### src/rtl/medium_activity_monitor_pkg.sv
// Shared definitions for the medium activity monitor: FSM encodings and constants.
package medium_activity_monitor_pkg;

    typedef enum logic [1:0] {
        MAM_IDLE      = 2'd0,
        MAM_SINGLE    = 2'd1,
        MAM_COLLISION = 2'd2,
        MAM_HOLD      = 2'd3
    } mam_state_e;

    localparam logic TRUE  = 1'b1;
    localparam logic FALSE = 1'b0;

    localparam int unsigned HOLD_W = 8;

    // Collision is signalled both during overlap and during the stretch.
    function automatic logic is_col_state(input mam_state_e s);
        return (s == MAM_COLLISION) || (s == MAM_HOLD);
    endfunction

endpackage

### src/rtl/mam_popcount_prio.sv
// Combinational count of active nodes plus the index of the lowest active node.
module mam_popcount_prio #(
    parameter int unsigned NODES = 16,
    parameter int unsigned ID_W  = 4,
    parameter int unsigned CNT_W = 5
) (
    input  logic [NODES-1:0] act_q,
    output logic [CNT_W-1:0] n_c,
    output logic [ID_W-1:0]  idx_c
);

    // Scan high to low so the last hit is the lowest set bit.
    always_comb begin
        n_c   = '0;
        idx_c = '0;
        for (int i = int'(NODES) - 1; i >= 0; i--) begin
            n_c = n_c + CNT_W'(act_q[i]);
            if (act_q[i]) begin
                idx_c = ID_W'(i);
            end
        end
    end

endmodule

### src/rtl/medium_activity_monitor.sv
// Registered collision/carrier arbiter for the shared 10BASE-T1S mixing segment.
// Optional MEDIUM_STATS_EN adds saturating frame and collision counters.
module medium_activity_monitor
    import medium_activity_monitor_pkg::*;
#(
    parameter int unsigned NODES    = 16,
    parameter int unsigned ID_W     = 4,
    parameter int unsigned CNT_W    = 5,
    parameter int unsigned COL_HOLD = 4
) (
    input  logic             clk,
    input  logic             reset_n,
    input  logic [NODES-1:0] tx_activity,
    output logic             collision,
    output logic             carrier_sense,
    output logic [ID_W-1:0]  owner_id,
    output logic             owner_valid,
    output logic             tx_done,
    output logic             handoff
`ifdef MEDIUM_STATS_EN
    ,
    output logic [15:0]      frame_count,
    output logic [15:0]      collision_count
`endif
);

    logic [NODES-1:0] act_q;
    logic [CNT_W-1:0] n_c;
    logic [ID_W-1:0]  idx_c;
    mam_state_e       state_q, state_d;
    logic [ID_W-1:0]  owner_d;
    logic [HOLD_W-1:0] hold_q, hold_d;
    logic             done_d, handoff_d, enter_col_d;
    logic             n_zero, n_one, n_multi;

    always_ff @(posedge clk or negedge reset_n) begin
        if (!reset_n) begin
            act_q <= '0;
        end else begin
            act_q <= tx_activity;
        end
    end

    mam_popcount_prio #(
        .NODES (NODES),
        .ID_W  (ID_W),
        .CNT_W (CNT_W)
    ) u_popcount (
        .act_q (act_q),
        .n_c   (n_c),
        .idx_c (idx_c)
    );

    assign n_zero  = (n_c == '0);
    assign n_one   = (n_c == CNT_W'(1));
    assign n_multi = !n_zero && !n_one;

    // Next-state, owner tracking and pulse qualification.
    always_comb begin
        state_d     = state_q;
        owner_d     = owner_id;
        hold_d      = hold_q;
        done_d      = FALSE;
        handoff_d   = FALSE;
        enter_col_d = FALSE;
        case (state_q)
            MAM_IDLE: begin
                if (n_one) begin
                    state_d = MAM_SINGLE;
                    owner_d = idx_c;
                end else if (n_multi) begin
                    state_d     = MAM_COLLISION;
                    enter_col_d = TRUE;
                end
            end
            MAM_SINGLE: begin
                if (n_zero) begin
                    state_d = MAM_IDLE;
                    done_d  = TRUE;
                end else if (n_one) begin
                    if (idx_c != owner_id) begin
                        owner_d   = idx_c;
                        handoff_d = TRUE;
                    end
                end else begin
                    state_d     = MAM_COLLISION;
                    enter_col_d = TRUE;
                end
            end
            MAM_COLLISION: begin
                if (!n_multi) begin
                    state_d = MAM_HOLD;
                    hold_d  = HOLD_W'(COL_HOLD - 1);
                end
            end
            MAM_HOLD: begin
                if (n_multi) begin
                    state_d = MAM_COLLISION;
                end else if (hold_q != '0) begin
                    hold_d = hold_q - HOLD_W'(1);
                end else if (n_zero) begin
                    state_d = MAM_IDLE;
                end else begin
                    state_d = MAM_SINGLE;
                    owner_d = idx_c;
                end
            end
            default: state_d = MAM_IDLE;
        endcase
    end

    always_ff @(posedge clk or negedge reset_n) begin
        if (!reset_n) begin
            state_q       <= MAM_IDLE;
            hold_q        <= '0;
            owner_id      <= '0;
            collision     <= 1'b0;
            carrier_sense <= 1'b0;
            owner_valid   <= 1'b0;
            tx_done       <= 1'b0;
            handoff       <= 1'b0;
        end else begin
            state_q       <= state_d;
            hold_q        <= hold_d;
            owner_id      <= owner_d;
            collision     <= is_col_state(state_d);
            carrier_sense <= !n_zero;
            owner_valid   <= (state_d == MAM_SINGLE);
            tx_done       <= done_d;
            handoff       <= handoff_d;
        end
    end

`ifdef MEDIUM_STATS_EN
    // Saturating event counters; HOLD->COLLISION re-entry is not a new collision.
    always_ff @(posedge clk or negedge reset_n) begin
        if (!reset_n) begin
            frame_count     <= '0;
            collision_count <= '0;
        end else begin
            if ((done_d || handoff_d) && (frame_count != 16'hFFFF)) begin
                frame_count <= frame_count + 16'd1;
            end
            if (enter_col_d && (collision_count != 16'hFFFF)) begin
                collision_count <= collision_count + 16'd1;
            end
        end
    end
`endif

endmodule
### config.mk
export PLATFORM = sky130hd
export DESIGN_NAME = medium_activity_monitor
export DESIGN_NICKNAME = d
export VERILOG_FILES = /design/src/rtl/medium_activity_monitor_pkg.sv /design/src/rtl/mam_popcount_prio.sv /design/src/rtl/medium_activity_monitor.sv
export SDC_FILE = /design/constraint.sdc
export NUM_CORES = 1
export LEC_CHECK = 0
export BUFFER_PORTS_ARGS = -buffer_cell sky130_fd_sc_hd__buf_2
export CORE_AREA = 2 2 65 67
export DETAILED_ROUTE_END_ITERATION = 6
export DIE_AREA = 0 0 67 69
export PLACE_DENSITY = 0.72
export SETUP_SLACK_MARGIN = 0.3
export SYNTH_ARGS = -nofsm -noshare
export SYNTH_HDL_FRONTEND = slang
export SYNTH_SLANG_ARGS = --single-unit
export TNS_END_PERCENT = 1
### constraint.sdc
create_clock -name clk -period 5.9 [get_ports clk]
set_input_delay 0.59 -clock clk [delete_from_list [all_inputs] [get_ports clk]]
set_output_delay 0.59 -clock clk [all_outputs]
set_load 0.01 [all_outputs]
== Word level (Yosys, flattened, before mapping) ==
Index checks and enable logic that the tools add are counted.

* Register bits after elaboration: 35
* Input bits: 18
* Output and inout bits: 9
* Word-level logic and storage cells: 96

* Add/sub/neg operators: 16
* Eq/ne operators: 17
* Muxes and demuxes: 43
* Reductions and logical operators: 11

{| class="wikitable"
|+ Operators by type and width
! kind !! number
|-
| $mux 4 || 23
|-
| $add 5x1->5 || 14
|-
| $mux 8 || 3
|-
| $ne 2x2->1 const B || 9
|-
| $pmux 8 s2 || 1
|-
| $mux 2 || 7
|-
| $pmux 4 s3 || 1
|-
| $eq 2x2->1 const B || 4
|-
| $pmux 2 s4 || 1
|-
| $reduce_and 8->1 || 1
|-
| $reduce_bool 8->1 || 1
|-
| $sub 8x1->8 const B || 1
|-
| $mux 1 || 7
|-
| $eq 5x1->1 const B || 1
|-
| $logic_not 5->1 || 1
|-
| $eq 2x1->1 const B || 2
|-
| $ne 4x4->1 || 1
|-
| $reduce_and 4->1 || 1
|-
| $reduce_bool 3->1 || 1
|-
| $add 1x1->2 || 1
|-
| $logic_not 1->1 || 2
|-
| $logic_not 2->1 || 1
|-
| $reduce_bool 2->1 || 1
|-
| $logic_and 1x1->1 || 1
|-
| $logic_or 1x1->1 || 1
|}

== Depth between registers and ports, before layout ==
* Depth in word-level cells: 23
* Mapped depth: 19
* Gate-level depth less buffers: 19

== Cells and area by module ==
From an unflattened synthesis, not the netlist that was laid out.

* Cells, all modules: 168
* Area, all modules: 1,864.3 um2

{| class="wikitable"
|+ By module, submodules not included
! module !! instances !! cells each !! area an instance (um2) !! sequential area each (um2)
|-
| medium_activity_monitor || 1 || 98 || 1,303.8 || 875.8
|-
| mam_popcount_prio || 1 || 70 || 560.5 || 0.0
|}

== Least setup slack after synthesis ==
Ideal clock, no wire load.

* Kind: reg-to-reg
* Start: reg act_q[15]
* End: reg owner_id[1]
* Library setup time: 125 ps
* Data arrival time: 4,787 ps
* Required time: 5,775 ps
* Slack: 988 ps
* Stages on the path, launching flop included: 18
* Buffers on the path: 0
* Period minus slack after synthesis: 4,912 ps
* Path through: dfrtp_1 inv_1 ha_1 inv_1 fa_1 inv_1 fa_1 fa_1 inv_1 fa_1 inv_1 fa_1 fa_1 or3_1 nor2_1 nand3_2 a31oi_4 mux2_2

* Longest elaborated chain between the ends: 20
* Elaborated cells on any way between the ends: 52
* Those cells by class: add/sub: 15; eq/ne: 8; mux: 24; reduce/logical: 5

{| class="wikitable"
|+ RTL lines
! item !! line !! RTL
|-
| start: declaration || medium_activity_monitor.sv:27 || <nowiki>logic [NODES-1:0] act_q;</nowiki>
|-
| start signal: assignment || medium_activity_monitor.sv:40 || <nowiki>act_q <= tx_activity;</nowiki>
|-
| $add 1x1->2 or $mux 4 (tied branches) || mam_popcount_prio.sv:17, mam_popcount_prio.sv:18 ||
|-
| $add 5x1->5 or $mux 4 (tied branches) (14 in a row) || mam_popcount_prio.sv:17, mam_popcount_prio.sv:18 ||
|-
| $eq 5x1->1, or another cell as far along || medium_activity_monitor.sv:55 || <nowiki>assign n_one = (n_c == CNT_W'(1));</nowiki>
|-
| $logic_not 1->1, or another cell as far along || medium_activity_monitor.sv:56 || <nowiki>assign n_multi = !n_zero && !n_one;</nowiki>
|-
| $logic_and 1x1->1, or another cell as far along || medium_activity_monitor.sv:56 ||
|-
| $ne 2x2->1 (no source line), or another cell as far along || n/a ||
|-
| $reduce_and 8->1 (no source line) or $pmux 4 s3 (tied branches) || n/a ||
|-
| end signal: assignment || medium_activity_monitor.sv:125 || <nowiki>owner_id <= owner_d;</nowiki>
|-
| end: declaration || medium_activity_monitor.sv:16 || <nowiki>output logic [ID_W-1:0] owner_id,</nowiki>
|}

Several ways; a longest one is shown, not always the timed one. The select of a mux whose other input is x is not followed.
A chain may end at the register's enable or synchronous reset.

== Final worst setup path ==
* Start: reg act_q[14]
* End: reg owner_id[3]

* Longest elaborated chain between the ends: 20
* Elaborated cells on any way between the ends: 51
* Those cells by class: add/sub: 15; eq/ne: 8; mux: 23; reduce/logical: 5

{| class="wikitable"
|+ RTL lines
! item !! line !! RTL
|-
| $add 1x1->2 || mam_popcount_prio.sv:17 || <nowiki>n_c = n_c + CNT_W'(act_q[i]);</nowiki>
|-
| $add 5x1->5 (14 in a row) || mam_popcount_prio.sv:17 ||
|-
| $eq 5x1->1 or $logic_not 5->1 (tied branches) || medium_activity_monitor.sv:55, medium_activity_monitor.sv:54 ||
|-
| $logic_not 1->1 || medium_activity_monitor.sv:56 ||
|-
| $logic_and 1x1->1 || medium_activity_monitor.sv:56 ||
|-
| $ne 2x2->1 (no source line) || n/a ||
|-
| $reduce_and 8->1 (no source line) || n/a ||
|}

Several ways; a longest one is shown, not always the timed one. The select of a mux whose other input is x is not followed.

==> run_results.csv <==
group,metric,value,unit
pwr,combPwrFrac,36.5,%
logic_synthesis,synth_compound_area_share,11.2,%
clock_tree,clock-sinks,34,
logic_synthesis,syn_avg_cell_area,10.8,µm²
worst_setup_path,cp.arrival,5.32,ns
routing,drc_errors,0,
logic_synthesis,synth_edf_count,0,
finish,layout-drive-gt1-share,21.7,%
logic_synthesis,synth_ff_type,"dfrtp_1",
die,die_h,69,µm
routing,ant_nets,0,
worst_setup_path,startpoint_type,"flop",
worst_setup_path,crit_buf_inv,5,
logic_synthesis,yosys.area.top_type,"dfrtp_1",
pwr,power_density,353,nW/µm²
logic_synthesis,synth_fa_ha_area_share,16.0,%
worst_setup_path,slowest_delay,0.51,ns
pwr,leakage,1.04,nW
worst_setup_path,crit_slowest_cell,"fa_1",
global_routing,grt_pass1_vias,1263,
logic_synthesis,synth_simple_gate_area_share,17.4,%
worst_setup_path,r2r_cells,17,
logic_synthesis,syn_nets,209,
clock_tree,cts_tree,"done",
logic_synthesis,syn_inst,173,
worst_setup_path,crit_type,"reg -> reg",
worst_setup_path,cp_top_family,"adder cells",
placed_design,gp_congestion,0.859,
routing,drt-total-wl,3.29,mm
sta,final_hold_viol_count,0,
placed_design,portBuffers,26,
clock_tree,clk_latency,0.30,ns
logic_synthesis,ys_warn_count,0,
worst_setup_path,r2r-start,"act_q[14]",
finish,layout.nets,242,
routing,wl_per_cell,12.8,µm
logic_synthesis,synth_top_area_share,45.5,%
clock_tree,cts-resized-gates,0,
die,die_w,67,µm
die,core_area,3910,µm²
logic_synthesis,async_flop_share,100,%
sta,finalCriticalPeriod,5.14,ns
pwr,peakVddDrop,161,µV
global_routing,grt_use_total,16.5,%
die,fp-row-count,23,
logic_synthesis,synth.most_common_cell,"dfrtp_1",
clock_tree,clock_path_buffers,2,
logic_synthesis,ys_ff_latch,34,
worst_setup_path,r2r_slack,0.76,ns
worst_setup_path,required,6.08,ns
routing,vias_per_cell,5.21,
global_routing,antenna_found_initial,0,
sta,fmax,0.194,GHz
pwr,p_int,481,µW
logic_synthesis,synth.distinct_cells,44,
sta,finalWorstSetupSlack,0.757,ns
logic_synthesis,synthXorXnorAreaFrac,2.81,%
routing,num_vias,1338,
logic_synthesis,synth_top_family_by_area,"simple AND/OR/NAND/NOR gates",
worst_setup_path,crit_top_cell,"fa_1",
clock_tree,cts_setup_buffers,0,
sta,fin_crit_sh,87.2,%
finish,area_growth,15.6,%
worst_setup_path,r2r_end,"owner_id[3]",
sta,tightest_slew,0.749,ns
clock_tree,clk_pin_slew,0.08,ns
die,ioPinCount,27,
sta,finClkSkew,0.0115,ns
sta,tns,0,ns
pwr,pwr-share-seq,39.8,%
die,initial_utilization,47.8,%
sta,rsz0062_at_grt,"false",
routing,firstDrtPassIters,4,
die,die-area,4620,µm²
placed_design,dp_hpwl,2.55,mm
outcome,status,"finished clean",
global_routing,grt_pass1_wl,5.76,mm
logic_synthesis,synthMuxAreaShare,2.34,%
routing,drt_iter0_drc,109,
placed_design,post-place-ws,0.750,ns
clock_tree,cts_buffers,5,
logic_synthesis,synth_top_cells_by_count,"34 x dfrtp_1, 23 x inv_1, 21 x nor2_1",
pwr,netSwitchingFraction,37.0,%
worst_setup_path,critPathCaptureType,"flop",
clock_tree,htreeDepth,2,
finish,diodes,0,
logic_synthesis,netlist_area,1870,µm²
pwr,power_frac_clock,23.7,%
worst_setup_path,crit_chain,"inv_1 > ha_1 > inv_1 > fa_1 > inv_1 > fa_1 > fa_1 > inv_1 > fa_1 > inv_1 > fa_1 > fa_1 > or3_1 > nor2_1 > nand3_2 > a31oi_4 > mux2_2",
worst_hold_path,hold_path.class,"in -> async",
logic_synthesis,synth_area_leaders,"dfrtp_1 45%, fa_1 11%, ha_1 5.3%, inv_1 4.6%, nor2_1 4.2%",
sta,slew_viol_final,0,
sta,slew_headroom,49.5,%
global_routing,grt-ovfl-total,0,
clock_tree,cts_hold_buffers,0,
global_routing,grt_start_max_net_pins,35,
sta,setup_viol,0,
worst_setup_path,critPathMaxFanout,5,
flow_run,drv_cap,0,
pwr,p_sw,283,µW
logic_synthesis,yosysSeqAreaShare,45.5,%
clock_tree,cts_root_buf,"clkbuf_8",
==> worst register-to-register path: stages (launching register included) <==
cell and delay [ns]:
dfrtp_1 0.36, inv_1 0.07, ha_1 0.27, inv_1 0.05, fa_1 0.48, inv_1 0.05, fa_1 0.47, fa_1 0.51
inv_1 0.05, fa_1 0.49, inv_1 0.05, fa_1 0.39, fa_1 0.42, or3_1 0.39, nor2_1 0.24, nand3_2 0.17
a31oi_4 0.22, mux2_2 0.36
==> routing by layer <==
metal | wire, µm | vias up | GRT usage [%]
li1 | - | 654 | -
met1 | 1480 | 645 | 21.5
met2 | 1600 | 32 | 25.7
met3 | 137 | 7 | 4.40
met4 | 72 | 0 | 6.80
met5 | 0 | - | 0
==> stage by stage <==
step | cells | power (mW) | instance area, µm² | hold WS (ns) | utilization (%)
finish | 257 | 0.764 | 2160 | 0.345 | 55.3
global route | 257 | 0.831 | 2160 | 0.389 | 55.3
global placement | 249 | 0.581 | 2070 | 0.499 | 52.8
floorplan | 173 | 0.519 | 1870 | 0.294 | -
CTS | 257 | 0.775 | 2160 | 0.373 | 55.3
detailed placement | 249 | 0.592 | 2070 | 0.504 | 52.8
==> cells by family (layout without fill, tap and decap cells) <==
| family | count (synthesis) | after routing |
|---|---|---|
| buffers and inverters | 24 | 58 |
| DFF | 34 | 34 |
| AOI/OAI and AO/OA | 25 | 25 |
| muxes | 4 | 4 |
| and+or+nand+nor | 62 | 62 |
| xor gates and xnor gates | 6 | 6 |
| adders and majority gates | 18 | 18 |
==> final cells by class <==
type,instances,area [µm²]
Timing Repair Buffer,27,138
Clock buffer,6,82.6
Fill cell,361,1750
Sequential cell,34,851
Clock inverter,2,12.5
Multi-Input combinational cell,115,931
Inverter,23,86.3
Tap cell,50,62.6
==> state kept, by name, indices dropped and copies added (netlist names) <==
name and cells:
tx_done 1, owner_valid 1, state_q 1, owner_id 4, hold_q 8, collision 1
act_q 16, carrier_sense 1, handoff 1
==> cell usage in the layout, fill, tap and decap left out, types with 2 or more instances in the layout <==
cell | netlist | final
a21oi_1 | 7 | 7
a31oi_1 | 2 | 2
and2_1 | 2 | 2
and3_1 | 2 | 2
buf_2 | 0 | 26
clkbuf_8 | 0 | 6
dfrtp_1 | 34 | 34
fa_1 | 10 | 10
ha_1 | 8 | 8
inv_1 | 23 | 23
mux2_2 | 3 | 3
nand2_1 | 12 | 12
nand3_1 | 3 | 3
nor2_1 | 21 | 21
nor2b_1 | 2 | 2
nor3_1 | 6 | 6
nor4_1 | 2 | 2
nor4b_1 | 2 | 2
o21bai_1 | 2 | 2
o31ai_1 | 2 | 2
xnor2_1 | 3 | 3
xor2_1 | 3 | 3
==> power groups by stage <==
| stage | combinational (mW) | clock (mW) | sequential [mW] |
|---|---|---|---|
| final | 0.279 | 0.181 | 0.304 |
| after global routing | 0.325 | 0.196 | 0.311 |
| after CTS | 0.284 | 0.186 | 0.304 |
| after detailed placement | 0.283 | 0 | 0.309 |
| after global placement | 0.273 | 0 | 0.308 |
| after floorplan | 0.217 | 0 | 0.302 |
==> worst max-delay path by stage <==
stage	start	endpoint	depth (start not counted)
3_3_place_gp	act_q[14]	owner_id[3]	17
4_1_cts	act_q[15]	owner_id[3]	17
5_1_grt	act_q[15]	owner_id[3]	17
6_report	act_q[14]	owner_id[3]	17
2_1_floorplan	act_q[15]	owner_id[1]	17
3_5_place_dp	act_q[15]	owner_id[3]	17
(Power assumes the default switching activity.)
